File: config.mk
export PLATFORM = sky130hd
export DESIGN_NAME = mfcc_frame_sequencer
export DESIGN_NICKNAME = d
export VERILOG_FILES = /design/src/rtl/mfcc_pkg.sv /design/src/rtl/mfcc_frame_sequencer_ceps_buffer.sv /design/src/rtl/mfcc_frame_sequencer.sv
export SDC_FILE = /design/constraint.sdc
export NUM_CORES = 1
export LEC_CHECK = 0
export CAP_MARGIN = 25
export CORE_UTILIZATION = 45
export CTS_CLUSTER_SIZE = 16
export DETAILED_ROUTE_END_ITERATION = 8
export PLACE_DENSITY = 0.61
export SETUP_SLACK_MARGIN = 0.05
export SYNTH_ARGS = -nofsm -noshare
export SYNTH_HDL_FRONTEND = slang
export SYNTH_SLANG_ARGS = --single-unit
File: constraint.sdc
create_clock -name clk -period 3.7 [get_ports clk]
set_input_delay 0.555 -clock clk [delete_from_list [all_inputs] [get_ports clk]]
set_output_delay 0.555 -clock clk [all_outputs]
set_load 0.005 [all_outputs]
File: src/rtl/mfcc_pkg.sv
//------------------------------------------------------------------------------
// Module      : mfcc_pkg
// Description : Shared definitions for the MFCC frame sequencer: sequencer
//               state encoding, datapath width and fixed-point formats.
// Revision    : 1.0 - initial release
//------------------------------------------------------------------------------
`default_nettype none

package mfcc_pkg;

  // Sample / coefficient word width
  localparam int DATA_W = 16;
  // Fractional bits of the log-mel input samples (Q11)
  localparam int Q_L    = 11;
  // Fractional bits of the DCT output coefficients (Q4)
  localparam int Q_D    = 4;

  typedef enum logic [1:0] {
    ST_IDLE    = 2'd0,
    ST_LOAD    = 2'd1,
    ST_COLLECT = 2'd2,
    ST_EMIT    = 2'd3
  } seq_state_t;

endpackage

`default_nettype wire

File: src/rtl/mfcc_frame_sequencer_ceps_buffer.sv
//------------------------------------------------------------------------------
// Module      : ceps_buffer
// Description : NUM_CEPS x DATA_W register file holding the kept cepstral
//               coefficients of one frame. One write port, one combinational
//               read port, and a flag marking the final read slot.
// Revision    : 1.0 - initial release
//------------------------------------------------------------------------------
`default_nettype none

module ceps_buffer
  import mfcc_pkg::*;
#(
  parameter int NUM_CEPS = 13,
  parameter int IDX_W    = 4
) (
  input  logic              clk,
  input  logic              rst,
  input  logic              i_wr_en,
  input  logic [IDX_W-1:0]  i_wr_idx,
  input  logic [DATA_W-1:0] i_wr_data,
  input  logic [IDX_W-1:0]  i_rd_idx,
  output logic [DATA_W-1:0] o_rd_data,
  output logic              o_last
);

  logic [DATA_W-1:0] r_mem [NUM_CEPS];

  // Coefficient storage; cleared on reset so stale data never leaks out
  always_ff @(posedge clk) begin
    if (rst) begin
      for (int i = 0; i < NUM_CEPS; i++) begin
        r_mem[i] <= '0;
      end
    end else if (i_wr_en) begin
      r_mem[i_wr_idx] <= i_wr_data;
    end
  end

  assign o_rd_data = r_mem[i_rd_idx];
  assign o_last    = (i_rd_idx == IDX_W'(NUM_CEPS - 1));

endmodule

`default_nettype wire

File: src/rtl/mfcc_frame_sequencer.sv
//------------------------------------------------------------------------------
// Module      : mfcc_frame_sequencer
// Description : Feeds N log-mel samples per frame to a DCT core, collects the
//               N result strobes, keeps NUM_CEPS coefficients and streams them
//               downstream with valid/ready. A watchdog aborts a frame whose
//               DCT results do not arrive within WAIT_MAX cycles.
// Config      : MFCC_SEQ_DROP_C0_EN - discard C0 and keep C1..C(NUM_CEPS)
// Revision    : 1.0 - initial release
//------------------------------------------------------------------------------
`default_nettype none

module mfcc_frame_sequencer
  import mfcc_pkg::*;
#(
  parameter int N        = 32,
  parameter int NUM_CEPS = 13,
  parameter int WAIT_MAX = 2048
) (
  input  logic              clk,
  input  logic              rst,
  input  logic [DATA_W-1:0] logmel_in,
  input  logic              logmel_valid,
  output logic              logmel_ready,
  output logic [DATA_W-1:0] dct_data_in,
  output logic              dct_data_valid,
  input  logic [DATA_W-1:0] dct_result,
  input  logic              dct_result_valid,
  output logic [DATA_W-1:0] mfcc_out,
  output logic              mfcc_valid,
  input  logic              mfcc_ready,
  output logic              mfcc_last,
  output logic              busy,
  output logic              timeout_err,
  output logic [15:0]       frame_count
);

  localparam int CW = (N > 1) ? $clog2(N) : 1;
  localparam int RW = (NUM_CEPS > 1) ? $clog2(NUM_CEPS) : 1;
  localparam int WW = $clog2(WAIT_MAX + 1);

  seq_state_t        r_state;
  seq_state_t        w_next;
  logic [CW-1:0]     r_sample_cnt;
  logic [CW-1:0]     r_k;
  logic [WW-1:0]     r_wd;
  logic [RW-1:0]     r_rd_idx;
  logic [RW-1:0]     w_wr_idx;
  logic [DATA_W-1:0] r_dct_data;
  logic              r_dct_valid;
  logic              r_timeout;
  logic [15:0]       r_frame_count;
  logic [DATA_W-1:0] w_rd_data;
  logic              w_rd_last;
  logic [31:0]       w_k32;
  logic              w_accept;
  logic              w_strobe;
  logic              w_keep;
  logic              w_last_sample;
  logic              w_last_k;
  logic              w_wd_expire;
  logic              w_handshake;

  assign w_accept      = (r_state == ST_LOAD) && logmel_valid;
  assign w_strobe      = (r_state == ST_COLLECT) && dct_result_valid;
  assign w_last_sample = (r_sample_cnt == CW'(N - 1));
  assign w_last_k      = (r_k == CW'(N - 1));
  assign w_wd_expire   = (r_wd == WW'(WAIT_MAX - 1));
  assign w_handshake   = (r_state == ST_EMIT) && mfcc_ready;
  assign w_k32         = 32'(r_k);

`ifdef MFCC_SEQ_DROP_C0_EN
  // C0 carries frame energy and is dropped; slot j holds coefficient j+1
  assign w_keep   = w_strobe && (w_k32 >= 32'd1) && (w_k32 <= 32'(NUM_CEPS));
  assign w_wr_idx = RW'(w_k32 - 32'd1);
`else
  assign w_keep   = w_strobe && (w_k32 < 32'(NUM_CEPS));
  assign w_wr_idx = RW'(w_k32);
`endif

  // State register
  always_ff @(posedge clk) begin
    if (rst) begin
      r_state <= ST_IDLE;
    end else begin
      r_state <= w_next;
    end
  end

  // Next-state logic; a final DCT strobe wins over a same-cycle watchdog expiry
  always_comb begin
    w_next = r_state;
    case (r_state)
      ST_IDLE:    w_next = ST_LOAD;
      ST_LOAD:    if (w_accept && w_last_sample) w_next = ST_COLLECT;
      ST_COLLECT: begin
        if (w_strobe && w_last_k) begin
          w_next = ST_EMIT;
        end else if (w_wd_expire) begin
          w_next = ST_IDLE;
        end
      end
      ST_EMIT:    if (w_handshake && w_rd_last) w_next = ST_IDLE;
      default:    w_next = ST_IDLE;
    endcase
  end

  // Counters, DCT input register, watchdog and sticky error flag
  always_ff @(posedge clk) begin
    if (rst) begin
      r_sample_cnt  <= '0;
      r_k           <= '0;
      r_wd          <= '0;
      r_rd_idx      <= '0;
      r_dct_data    <= '0;
      r_dct_valid   <= 1'b0;
      r_timeout     <= 1'b0;
      r_frame_count <= '0;
    end else begin
      // Upstream gaps propagate as gaps: valid only follows an accepted sample
      r_dct_valid <= w_accept;
      if (w_accept) begin
        r_dct_data <= logmel_in;
      end
      case (r_state)
        ST_IDLE: begin
          r_sample_cnt <= '0;
          r_k          <= '0;
          r_rd_idx     <= '0;
          r_wd         <= '0;
        end
        ST_LOAD: begin
          if (w_accept) begin
            r_sample_cnt <= r_sample_cnt + 1'b1;
            if (w_last_sample) begin
              r_wd <= '0;
            end
          end
        end
        ST_COLLECT: begin
          r_wd <= r_wd + 1'b1;
          if (w_strobe) begin
            r_k <= r_k + 1'b1;
          end
          if (w_wd_expire && !(w_strobe && w_last_k)) begin
            r_timeout <= 1'b1;
          end
        end
        ST_EMIT: begin
          if (w_handshake) begin
            r_rd_idx <= r_rd_idx + 1'b1;
            if (w_rd_last) begin
              r_frame_count <= r_frame_count + 16'd1;
            end
          end
        end
        default: ;
      endcase
    end
  end

  ceps_buffer #(
    .NUM_CEPS (NUM_CEPS),
    .IDX_W    (RW)
  ) u_ceps_buffer (
    .clk       (clk),
    .rst       (rst),
    .i_wr_en   (w_keep),
    .i_wr_idx  (w_wr_idx),
    .i_wr_data (dct_result),
    .i_rd_idx  (r_rd_idx),
    .o_rd_data (w_rd_data),
    .o_last    (w_rd_last)
  );

  assign logmel_ready   = (r_state == ST_LOAD);
  assign dct_data_in    = r_dct_data;
  assign dct_data_valid = r_dct_valid;
  assign mfcc_valid     = (r_state == ST_EMIT);
  assign mfcc_out       = mfcc_valid ? w_rd_data : '0;
  assign mfcc_last      = mfcc_valid && w_rd_last;
  assign busy           = (r_state != ST_IDLE);
  assign timeout_err    = r_timeout;
  assign frame_count    = r_frame_count;

endmodule

`default_nettype wire

# Word-level counts from Yosys, hierarchy flattened
# Memories as Yosys holds them, arrays and structs flattened. A register that Yosys moved wholly into a read port is not among the register bits.
# Cells that the tools add are included.
# totals
input_bits	37
ram_bits	208
word_cells	79
ff_bits	62
n_memories	1
# mem_list
name	depth	word_bits	read_ports	rd_ports_with_merged_regs	wr	line_no	rtl
u_ceps_buffer.r_mem	13	16	1	1	13	mfcc_frame_sequencer_ceps_buffer.sv:26	logic [DATA_W-1:0] r_mem [NUM_CEPS];
# op_classes
reduce_logical	24
mux	25
n_eq_ne	14
order_cmp	1
n_addsub	5
# ops
cell	count
12-bit one-hot mux with 3 select lines	1
16-bit 2-to-1 mux	2
12-bit 2-to-1 mux	2
5-bit one-hot mux with 2 select lines	2
16-bit by 1-bit adder with 16-bit output (second input constant)	1
4-bit 2-to-1 mux	4
16-bit OR reduction	1
12-bit by 1-bit adder with 12-bit output (second input constant)	1
12-bit by 11-bit equality test with 1-bit output (second input constant)	1
5-bit by 1-bit adder with 5-bit output (second input constant)	2
5-bit equality test (second input constant)	2
5-bit 2-to-1 mux	2
2-bit by 1-bit inequality test with 1-bit output (second input constant)	5
1-bit logical AND	9
3-bit AND reduction	3
2-bit 2-to-1 mux	4
2-bit one-hot mux with 4 select lines	1
4-bit one-hot mux with 2 select lines	1
2-bit AND reduction	4
2-bit nonzero test	4
1-bit 2-to-1 mux	6
5-bit by 4-bit < comparator with 1-bit output (second input constant)	1
4-bit by 1-bit adder with 4-bit output (second input constant)	1
2-bit equality test (second input constant)	2
other kinds (7)	7

# Longest topological paths before layout
# Gate-level depths: netlist (run 1).
# depth
depth_word	8
ltp_mapped	8

# Hierarchy
# From an unflattened synthesis (run 1), not the netlist that was laid out.
# hier_totals
hier_cells	1027
hier_area_um2	14107.3
# modules_own_cells
mod	area_per_inst_um2	seq_area_each_um2	cells_per_inst	instances
ceps_buffer	11215.8	7687.4	670	1
mfcc_frame_sequencer	2891.5	1241.2	357	1

# Least setup slack after synthesis (run 1)
# OpenSTA, ideal clock, no wires.
# synth_timing
path_kind	input -> register
startpoint	in dct_result_valid
endpoint	mem u_ceps_buffer.r_mem[10][0] (enable)
path_stages	5
arrival_time_ps	1888
t_required_ps	3333
slack_ps	1445
n_path_buf	1
path_cell_list	nor2b_4 > nand3b_2 > nor4b_4 > clkbuf_1 > a21o_1
# synth_lines
item	line_no	rtl
start, declared	mfcc_frame_sequencer.sv:27	input logic dct_result_valid,
end, declared	mfcc_frame_sequencer_ceps_buffer.sv:26	

==> results.toml, run 1 <==
[floorplanning]
fp.dieH_um = 182.3
coreArea_um2 = 31800
io_pins = 91
row_count = 65
die_w_um = 182.3
die-area_um2 = 33250
start_util_pct = 46.02

[power_and_ir_drop]
clkPwrFrac_pct = 45.0
p_leak_nw = 6.603
peakVddDrop_uv = 335.1
pwr-share-seq_pct = 50.2
power_density_nw_per_um2 = 465.5
p_sw_w = 0.001692
finalPower_w = 0.008009
switching_share_pct = 21.12
comb_power_share_pct = 4.8
p_int_w = 0.006318

[clock_tree]
numCtsBuffers = 37
cts.clk_slew.worst_paths_ns = 0.06
clk_path_buf_depth = 3
htree_levels = 2
clk_latency_ns = 0.52
holdBufCountCts = 0
root_buffer = "clkbuf_16"
cts.sink_count = 322
cts_tree = "done"

[finish]
areaGrowthSynthToFinish_pct = 17.56
multi_input_area_um2 = 5112
nets = 1275
drive_above_1_share_pct = 10.46
fillers = 2693
num_antenna_cells = 0
register_area_um2 = 9014

[logic_synthesis]
yosysSeqAreaShare_pct = 61.55
syn_nets = 1220
syn_inst = 1172
synthFlopType = "edfxtp_1"
synth_seq_cells = 322
synth.distinct_cells = 55
yosys_warnings = 0
async_reset_ff_share_pct = 0
netlist_area_um2 = 14640
synth_edf_count = 256
syn_area_per_cell_um2 = 12.49

[place]
place_congestion = 0.8139
port_buffers = 90
place_hpwl_um = 22790

[setup_path]
r2r_cells = 4
slowest_stage = "dfxtp_4"
crit_path_cell_trace = "buf_12 -> mux2i_1 -> a22o_1 -> o31ai_1 -> clkdlybuf4s50_1"
required_ns = 3.14
path_class = "reg -> out"
worstPathArrival_ns = 2.94
startpoint_type = "register"
end_kind = "primary output"
path_max_fanout = 28
slowest_delay_ns = 0.70

[grt]
gr-total-overflow = 0
first_global_vias = 9446
grt_max_degree = 54
grt_use_total_pct = 21.33
antenna_found_initial = 0
grt_pass1_wl_um = 54530

[hold_path]
min_delay_path_depth = 2
hold_class = "reg -> reg"

[sta]
max_slew_margin_pct = 40.35
clock_skew_ns = 0.008972
fmaxAchievable_mhz = 285.9
finalHoldViolCount = 0
setup-tns-final_ns = 0
fin_crit_sh_pct = 94.53
drv_slew = 0
setup_viol = 0
rsz0062_at_grt = "false"
period_minus_slack_ns = 3.498
tightestPinTransition_ns = 0.8947

[drt]
first_iter_violations = 699
drt-total-wl_um = 35380
antenna_left = 0
firstDrtPassIters = 5
drc = 0
wire_per_inst_um = 20.97
viasPerCell = 5.702
vias = 9620

[run_status]
status = "complete, no violations"

[job]
cap_viol_max_count = 0
==> worst paths after layout <==
path             startpoint                         end  slack [ns]
max                register                 mfcc_out[8]        0.20
min          dct_data_in[5]              dct_data_in[5]        0.45
max reg2reg          r_k[1]  u_ceps_buffer.r_mem[11][7]        1.35
min reg2reg  dct_data_in[5]              dct_data_in[5]        0.45
==> worst max-delay path: cells and delay by family, from the launching register on <==
| kind | cells | cell delay (ns) |
|---|---|---|
| AO/OA/AOI/OAI | 2 | 0.65 |
| buffers and inverters | 2 | 0.91 |
| flip-flops | 1 | 0.70 |
| multiplexers | 1 | 0.13 |
==> placed cells by master, fill, tap and decap left out, types with 15 or more instances in the layout <==
cell type,netlist,layout
a21oi_1,47,47
a22oi_1,41,41
and3_1,214,214
buf_4,2,43
clkbuf_16,0,37
clkdlybuf4s50_1,0,89
dfxtp_1,66,64
edfxtp_1,256,256
mux2i_1,96,96
mux4_2,16,16
nand2_1,56,56
nand3_1,29,29
nor2_1,34,33
nor2b_1,16,15
o21ai_0,29,29
==> layout make-up <==
class / count / area share, %
clock inverters: 22 / 1.411
flip-flops and latches: 322 / 52.39
well taps: 435 / 3.163
repair buffers: 137 / 7.592
clock buffers: 42 / 5.490
multi-input cells: 718 / 29.71
inverters: 11 / 0.2400
==> timing repair <==
| action | 4_1_cts | 5_1_grt |
|---|---|---|
| buffers inserted | 0 | 0 |
| resized for setup | 0 | 1 |
| endpoints found under the setup margin | 0 | 3 |
==> metal layers <==
layer,routed length (um),vias to the layer above,global-route usage [%]
li1,-,4553,-
met1,15040,4753,27.43
met3,1746,47,3.093
met4,757,0,5.950
met2,17840,267,37.49
met5,0,-,0
==> stage by stage <==
| stage | hold WS [ns] | setup WS (ns) | instance area (um2) | util (%) | instances |
|---|---|---|---|---|---|
| after CTS | 0.4556 | 0.1136 | 17200 | 54.10 | 1687 |
| after global routing | 0.4668 | 0.09080 | 17210 | 54.11 | 1687 |
| after global placement | 0.4419 | 0.6554 | 15990 | 50.28 | 1622 |
| after floorplan | 0.4522 | 1.445 | 14640 | - | 1172 |
| after detailed placement | 0.4476 | 0.6555 | 16020 | 50.37 | 1623 |
| final | 0.4522 | 0.2023 | 17210 | 54.11 | 1687 |
==> flip-flops by register name, indices dropped and copies added (netlist names), 2 cells and up, named ones only <==
signal	cells
frame_count	16
r_wd	12
r_state	2
r_k	5
dct_data_in	16
r_sample_cnt	5
u_ceps_buffer.r_mem	256
r_rd_idx	4
==> power groups by stage <==
stage,sequential (W),combinational (W),clock [W]
3_5_place_dp,0.00409,0.000391,0
3_3_place_gp,0.00409,0.000389,0
2_1_floorplan,0.00408,0.000205,0
4_1_cts,0.00402,0.000393,0.00365
5_1_grt,0.00402,0.000418,0.00379
6_report,0.00402,0.000386,0.00361
==> cell families (layout without fill, tap and decap cells) <==
group                      after synthesis  after routing  share of synthesized area (%)
xor gates and xnor gates                 5              5                         0.2992
buffers and inverters                  132            212                          3.599
AOI/OAI and AO/OA                      175            175                          7.874
adders and majority gates               11             11                         0.9404
DFF                                    322            322                          61.55
muxes                                  115            115                          9.259
and+or+nand+nor                        412            412                          16.47
==> cells in the mapped netlist, types with 3 or more instances <==
cell / n / area (um2)
edfxtp_1: 256 / 7687
and3_1: 214 / 1339
mux2i_1: 96 / 960.9
clkbuf_1: 94 / 352.8
dfxtp_1: 66 / 1321
nand2_1: 56 / 210.2
a21oi_1: 47 / 235.2
a22oi_1: 41 / 307.8
nor2_1: 34 / 127.6
nand3_1: 29 / 145.1
o21ai_0: 29 / 145.1
mux4_2: 16 / 360.4
nor2b_1: 16 / 100.1
buf_2: 15 / 75.07
a21o_1: 14 / 105.1
o31ai_1: 12 / 90.09
a22o_1: 11 / 96.34
ha_1: 11 / 137.6
inv_1: 11 / 41.29
or3_1: 11 / 68.82
nand4_1: 10 / 62.56
and2_1: 7 / 43.79
buf_1: 6 / 22.52
nand2b_1: 5 / 31.28
a32oi_1: 4 / 35.03
and4_1: 4 / 35.03
clkbuf_2: 4 / 20.02
nand3b_1: 4 / 30.03
nor3_1: 4 / 20.02
or4_1: 4 / 30.03
xnor2_1: 4 / 35.03
a311oi_1: 3 / 26.28
o211ai_1: 3 / 22.52
o21a_1: 3 / 22.52
Power figures use the tool's default switching activity.
==> run 2, diff against run 1 <==
--- a/config.mk
+++ b/config.mk
@@ -6,10 +6,10 @@
 export NUM_CORES = 1
 export LEC_CHECK = 0
 export CAP_MARGIN = 25
-export CORE_UTILIZATION = 45
+export CORE_UTILIZATION = 40
 export CTS_CLUSTER_SIZE = 16
 export DETAILED_ROUTE_END_ITERATION = 8
-export PLACE_DENSITY = 0.61
+export PLACE_DENSITY = 0.55
 export SETUP_SLACK_MARGIN = 0.05
 export SYNTH_ARGS = -nofsm -noshare
 export SYNTH_HDL_FRONTEND = slang
==> run 2 against run 1 <==
Against the previous run:
- wire length rose by 4.9%
- flip-flop and latch count did not move
- clock skew rose by 0.0074 ns
- fmax barely moved
- critical path depth did not move
- sequential power barely moved
- combinational power rose by 1%
- non-clock buffer count rose by 4
==> results.toml, run 2 (synthesized netlist as in run 1, its figures left out) <==
[setup_path]
path_max_fanout = 21
slowest_stage = "dfxtp_4"
startpoint_type = "register"
crit_path_cell_trace = "buf_4 -> mux2i_1 -> a22o_1 -> o31ai_1 -> clkdlybuf4s50_1"
worst-path-buf-inv = 2
cp_top_family = "buffers and inverters"
slowest_delay_ns = 0.62
path_class = "reg -> out"
end_kind = "primary output"
worstPathArrival_ns = 2.95
required_ns = 3.14

[floorplanning]
die-area_um2 = 37360
coreArea_um2 = 35830
io_pins = 91
die_w_um = 193.3
fp.dieH_um = 193.3
start_util_pct = 40.85
row_count = 69

[job]
cap_viol_max_count = 0

[finish]
num_antenna_cells = 0
register_area_um2 = 9012
largest_reg_flops = 256
drive_above_1_share_pct = 10.48
areaGrowthSynthToFinish_pct = 17.89
multi_input_area_um2 = 5112
final_common_cell = "edfxtp_1"
most-common-layout-cells = "edfxtp_1, and3_1, mux2i_1"
regMostFlops = "u_ceps_buffer.r_mem"
fillers = 3169
post-route-cell-area_um2 = 17250
nets = 1279

[clock_tree]
clk_latency_ns = 0.52
numCtsBuffers = 37
clk_path_buf_depth = 3
cts.clk_slew.worst_paths_ns = 0.06
htree_levels = 2
postCtsSetupBuffers = 0
holdBufCountCts = 0
post_cts_resized = 0
cts_tree = "done"
cts.sink_count = 322
root_buffer = "clkbuf_16"

[hold_path]
hold_class = "reg -> reg"

[sta]
drv_slew = 0
finalHoldViolCount = 0
period_minus_slack_ns = 3.500
clock_skew_ns = 0.01633
fin_crit_sh_pct = 94.60
setup-tns-final_ns = 0
fmaxAchievable_mhz = 285.7
rsz0062_at_grt = "false"
tightestPinTransition_ns = 1.025
max_slew_margin_pct = 31.68
setup_viol = 0

[place]
place_area_um2 = 16100
place_hpwl_um = 23760
port_buffers = 90
place_congestion = 0.7840

[grt]
grt_pass1_wl_um = 57510
first_global_vias = 9593
gr-total-overflow = 0
grt_use_total_pct = 19.77
grt_max_degree = 69
antenna_found_initial = 1

[drt]
drc = 0
vias = 9638
drt-total-wl_um = 37130
firstDrtPassIters = 8
first_iter_violations = 722
antenna_left = 0
viasPerCell = 5.603
wire_per_inst_um = 21.59

[run_status]
status = "complete, no violations"

[power_and_ir_drop]
p_leak_nw = 6.609
power_density_nw_per_um2 = 457.4
peakVddDrop_uv = 296.2
-- run 2: cell count changes in the layout (fill, tap and decap cells not counted), sizes merged --
cell    delta
clkbuf    +12
buf        +4
bufinv     -4
clkinv     -3
inv        -2
-- run 2: worst reg2reg max path, cell delays in order (launching register included) --
cell and delay (ns):
dfxtp_1 0.48, buf_4 0.32, nand3b_2 0.24, nor4b_4 0.43, buf_4 0.30, a21o_1 0.15
buf_4 0.28
-- run 2: path summary, 6_finish.rpt --
path | from | end | slack [ns] | cells past startpoint
max | register | mfcc_out[12] | 0.20 | 5
min | dct_data_in[10] | dct_data_in[10] | 0.45 | 2
max reg2reg | r_state[1] | u_ceps_buffer.r_mem[7][1] | 1.16 | 6
min reg2reg | dct_data_in[10] | dct_data_in[10] | 0.45 | 2
-- run 2: power breakdown --
part	internal [W]	switching [W]	total, W	leakage, nW
logic	0.000147	0.000244	0.000391	2.93
clock network	0.00208	0.00141	0.00348	0.568
registers	0.00399	0.0000334	0.00402	3.11
total	0.00621	0.00168	0.00789	6.61
-- run 2: per-stage QoR --
| step | utilization [%] | setup WS (ns) | hold slack (ns) | cells | power (W) |
|---|---|---|---|---|---|
| after floorplan | - | 1.445 | 0.4522 | 1172 | 0.004289 |
| after global routing | 48.16 | 0.08679 | 0.4735 | 1720 | 0.008161 |
| after CTS | 48.16 | 0.1949 | 0.4561 | 1720 | 0.007980 |
| after detailed placement | 44.93 | 0.7579 | 0.4481 | 1653 | 0.004492 |
| after global placement | 44.93 | 0.7448 | 0.4420 | 1653 | 0.004487 |
| final | 48.16 | 0.1996 | 0.4545 | 1720 | 0.007893 |
-- run 2: layout make-up --
cell class              count  area share [%]
clock buffers              54           6.215
clock inverters            13          0.4931
inverters                  11          0.2393
multi-input cells         718           29.63
flip-flops and latches    322           52.23
well taps                 461           3.343
repair buffers            141           7.846
-- run 2: layer usage --
metal  share of wire (%)  GRT usage [%]  vias to the layer above
met5                   0              0                        -
met4                 1.6          4.681                        0
met3                 3.6          2.911                       46
met2                  50          33.82                      207
met1                  45          26.48                     4827
li1                    -              -                     4558
==> run 3, diff against run 2 <==
--- a/config.mk
+++ b/config.mk
@@ -9,8 +9,9 @@
 export CORE_UTILIZATION = 40
 export CTS_CLUSTER_SIZE = 16
 export DETAILED_ROUTE_END_ITERATION = 8
-export PLACE_DENSITY = 0.55
+export PLACE_DENSITY = 0.56
 export SETUP_SLACK_MARGIN = 0.05
 export SYNTH_ARGS = -nofsm -noshare
 export SYNTH_HDL_FRONTEND = slang
+export SYNTH_HIERARCHICAL = 1
 export SYNTH_SLANG_ARGS = --single-unit
==> run 3 against run 2 <==
Against the previous run:
- highest routed layer unchanged
- cell count decreased by 7.6%
- critical path type unchanged
- sequential power about the same
- synthesized cell count decreased by 12%
- non-clock buffer count decreased by 22
- total power decreased by 1.9%
==> results.toml, run 3 <==
[run_status]
status = "complete, no violations"

[clock_tree]
htree_levels = 2
numCtsBuffers = 35
clk_latency_ns = 0.52
cts.sink_count = 318
root_buffer = "clkbuf_16"
cts_tree = "done"
cts.clk_slew.worst_paths_ns = 0.06
clk_path_buf_depth = 3

[logic_synthesis]
yosys_warnings = 6
yosysSeqAreaShare_pct = 63.29
syn_nets = 1071
netlist_area_um2 = 14110
synth_top_area_cell = "edfxtp_1"
synthFlopType = "edfxtp_1"
syn_inst = 1027
yosysMostFrequentCell = "edfxtp_1"
synth_seq_cells = 318
synth_top_area_share_pct = 54.49
syn_area_per_cell_um2 = 13.74
async_reset_ff_share_pct = 0
ys_top_cells_by_count = "edfxtp_1, and2_1, mux4_2"
synth.distinct_cells = 54
yosys-top-cells-area = "edfxtp_1, mux4_2, and2_1, dfxtp_1, nor2_1"
synth_edf_count = 256

[floorplanning]
io_pins = 91
fp.dieH_um = 189.8
die-area_um2 = 36020
row_count = 68
coreArea_um2 = 34630
die_w_um = 189.8
start_util_pct = 40.74

[grt]
grt_max_degree = 50
grt_use_met3_pct = 2.343
grt_pass1_wl_um = 50870
gr-total-overflow = 0
grt_use_met2_pct = 31.16
antenna_found_initial = 0
grt_use_total_pct = 18.74
first_global_vias = 8576
use_met1_pct = 25.69
grt-busiest-layer = "met2"

[sta]
setup_viol = 0
clock_skew_ns = 0.01295
fin_crit_sh_pct = 93.47
tightestPinTransition_ns = 0.7758
period_minus_slack_ns = 3.458
rsz0062_at_grt = "false"
finalHoldViolCount = 0
setup-tns-final_ns = 0
max_slew_margin_pct = 48.28
drv_slew = 0
fmaxAchievable_mhz = 289.1

[setup_path]
worstPathArrival_ns = 2.90
setup.worst_path.start = "r_rd_idx[2]"
end_kind = "primary output"
r2r_start = "r_rd_idx[2]"
crit_end = "mfcc_out[2]"
startpoint_type = "register"
r2r_cells = 7
path_class = "reg -> out"
r2r-end = "frame_count[14]"
path_max_fanout = 38
reg2reg_setup_slack_ns = 0.95
required_ns = 3.14

[drt]
firstDrtPassIters = 5
drc = 0
viasPerCell = 5.296
wire_per_inst_um = 20.76
drt-total-wl_um = 33000
vias = 8420
first_iter_violations = 521
antenna_left = 0

[place]
place_hpwl_um = 20600
post-place-cells = 1523
place_congestion = 0.7259
port_buffers = 90

[finish]
nets = 1152
most-common-layout-cells = "edfxtp_1, and2_1, clkdlybuf4s50_1"
areaGrowthSynthToFinish_pct = 18.05
drive_above_1_share_pct = 15.33
final_cells = 1590
regMostFlops = "u_ceps_buffer/r_mem"
num_antenna_cells = 0
largest_reg_flops = 256
final_common_cell = "edfxtp_1"

[power_and_ir_drop]
clkPwrFrac_pct = 44.5
pwr-share-seq_pct = 51.8
comb_power_share_pct = 3.7
power_density_nw_per_um2 = 465.1
switching_share_pct = 20.64
peakVddDrop_uv = 259.8
p_int_w = 0.006146
p_leak_nw = 5.569
p_sw_w = 0.001599

[hold_path]
hold_class = "reg -> reg"
min_delay_path_depth = 2

[job]
cap_viol_max_count = 0
[run 3: per-stage QoR]
step / total power [W] / hold WS [ns] / util [%] / cell area [um2] / setup slack (ns)
global route: 0.007998 / 0.4674 / 48.09 / 16650 / 0.05052
finish: 0.007745 / 0.4515 / 48.09 / 16650 / 0.2416
detailed placement: 0.004384 / 0.4465 / 44.71 / 15480 / 0.3842
global placement: 0.004378 / 0.4427 / 44.71 / 15480 / 0.3780
floorplan: 0.004227 / 0.4282 / - / 14110 / 1.111
CTS: 0.007836 / 0.4546 / 48.02 / 16630 / 0.05492
[run 3: cell type report]
cell class	instances	area [um2]
clock inverters	15	132.6
flip-flops and latches	318	8937
well taps	455	569.3
inverters	7	26.28
clock buffers	49	1011
fillers	2980	17970
repair buffers	119	1155
multi-input cells	627	4822
[run 3: worst min path at each step]
stage | from | end | slack (ns)
after floorplan | r_sample_cnt[3] | r_sample_cnt[3] | 0.43
after global placement | dct_data_in[11] | dct_data_in[11] | 0.44
after detailed placement | dct_data_in[6] | dct_data_in[6] | 0.45
after CTS | dct_data_in[6] | dct_data_in[6] | 0.45
after global routing | dct_data_in[11] | dct_data_in[11] | 0.47
final | dct_data_in[6] | dct_data_in[6] | 0.45
[run 3: cells by family (layout without fill, tap and decap cells)]
family,Yosys count,count (layout),synth area share [%]
buffers and inverters,82,190,2.528
DFF,318,318,63.29
AOI/OAI and AO/OA,113,113,4.843
muxes,67,67,10.43
and+or+nand+nor,426,426,17.42
xor gates and xnor gates,14,14,0.8692
adders and majority gates,7,7,0.6208
[run 3: critical path, stage by stage, from the launching register on]
cell and delay [ns]:
dfxtp_2 0.34, buf_12 0.25, or2_1 0.61, o22ai_1 0.28
nor2_1 0.15, and3_1 0.23, clkdlybuf4s50_1 0.52
[run 3: metal layers]
metal / vias up / share of wire, %
met5: - / 0
met4: 0 / 2.2
met3: 49 / 4.1
met2: 173 / 48
met1: 4244 / 46
li1: 3954 / -
[run 3: power by group through the flow]
stage          sequential, W  clock, W  combinational [W]
3_3_place_gp         0.00409         0           0.000291
3_5_place_dp         0.00409         0           0.000293
4_1_cts              0.00402   0.00353           0.000294
5_1_grt              0.00402   0.00366           0.000313
2_1_floorplan        0.00407         0           0.000153
6_report             0.00401   0.00344           0.000289
[run 3: what timing repair did]
action	4_1_cts	5_1_grt
gates resized for setup	1	1
pin swaps	0	0
setup buffers	0	3
hold buffers	0	0
hold endpoints to repair	0	0
endpoints found under the setup margin	1	4
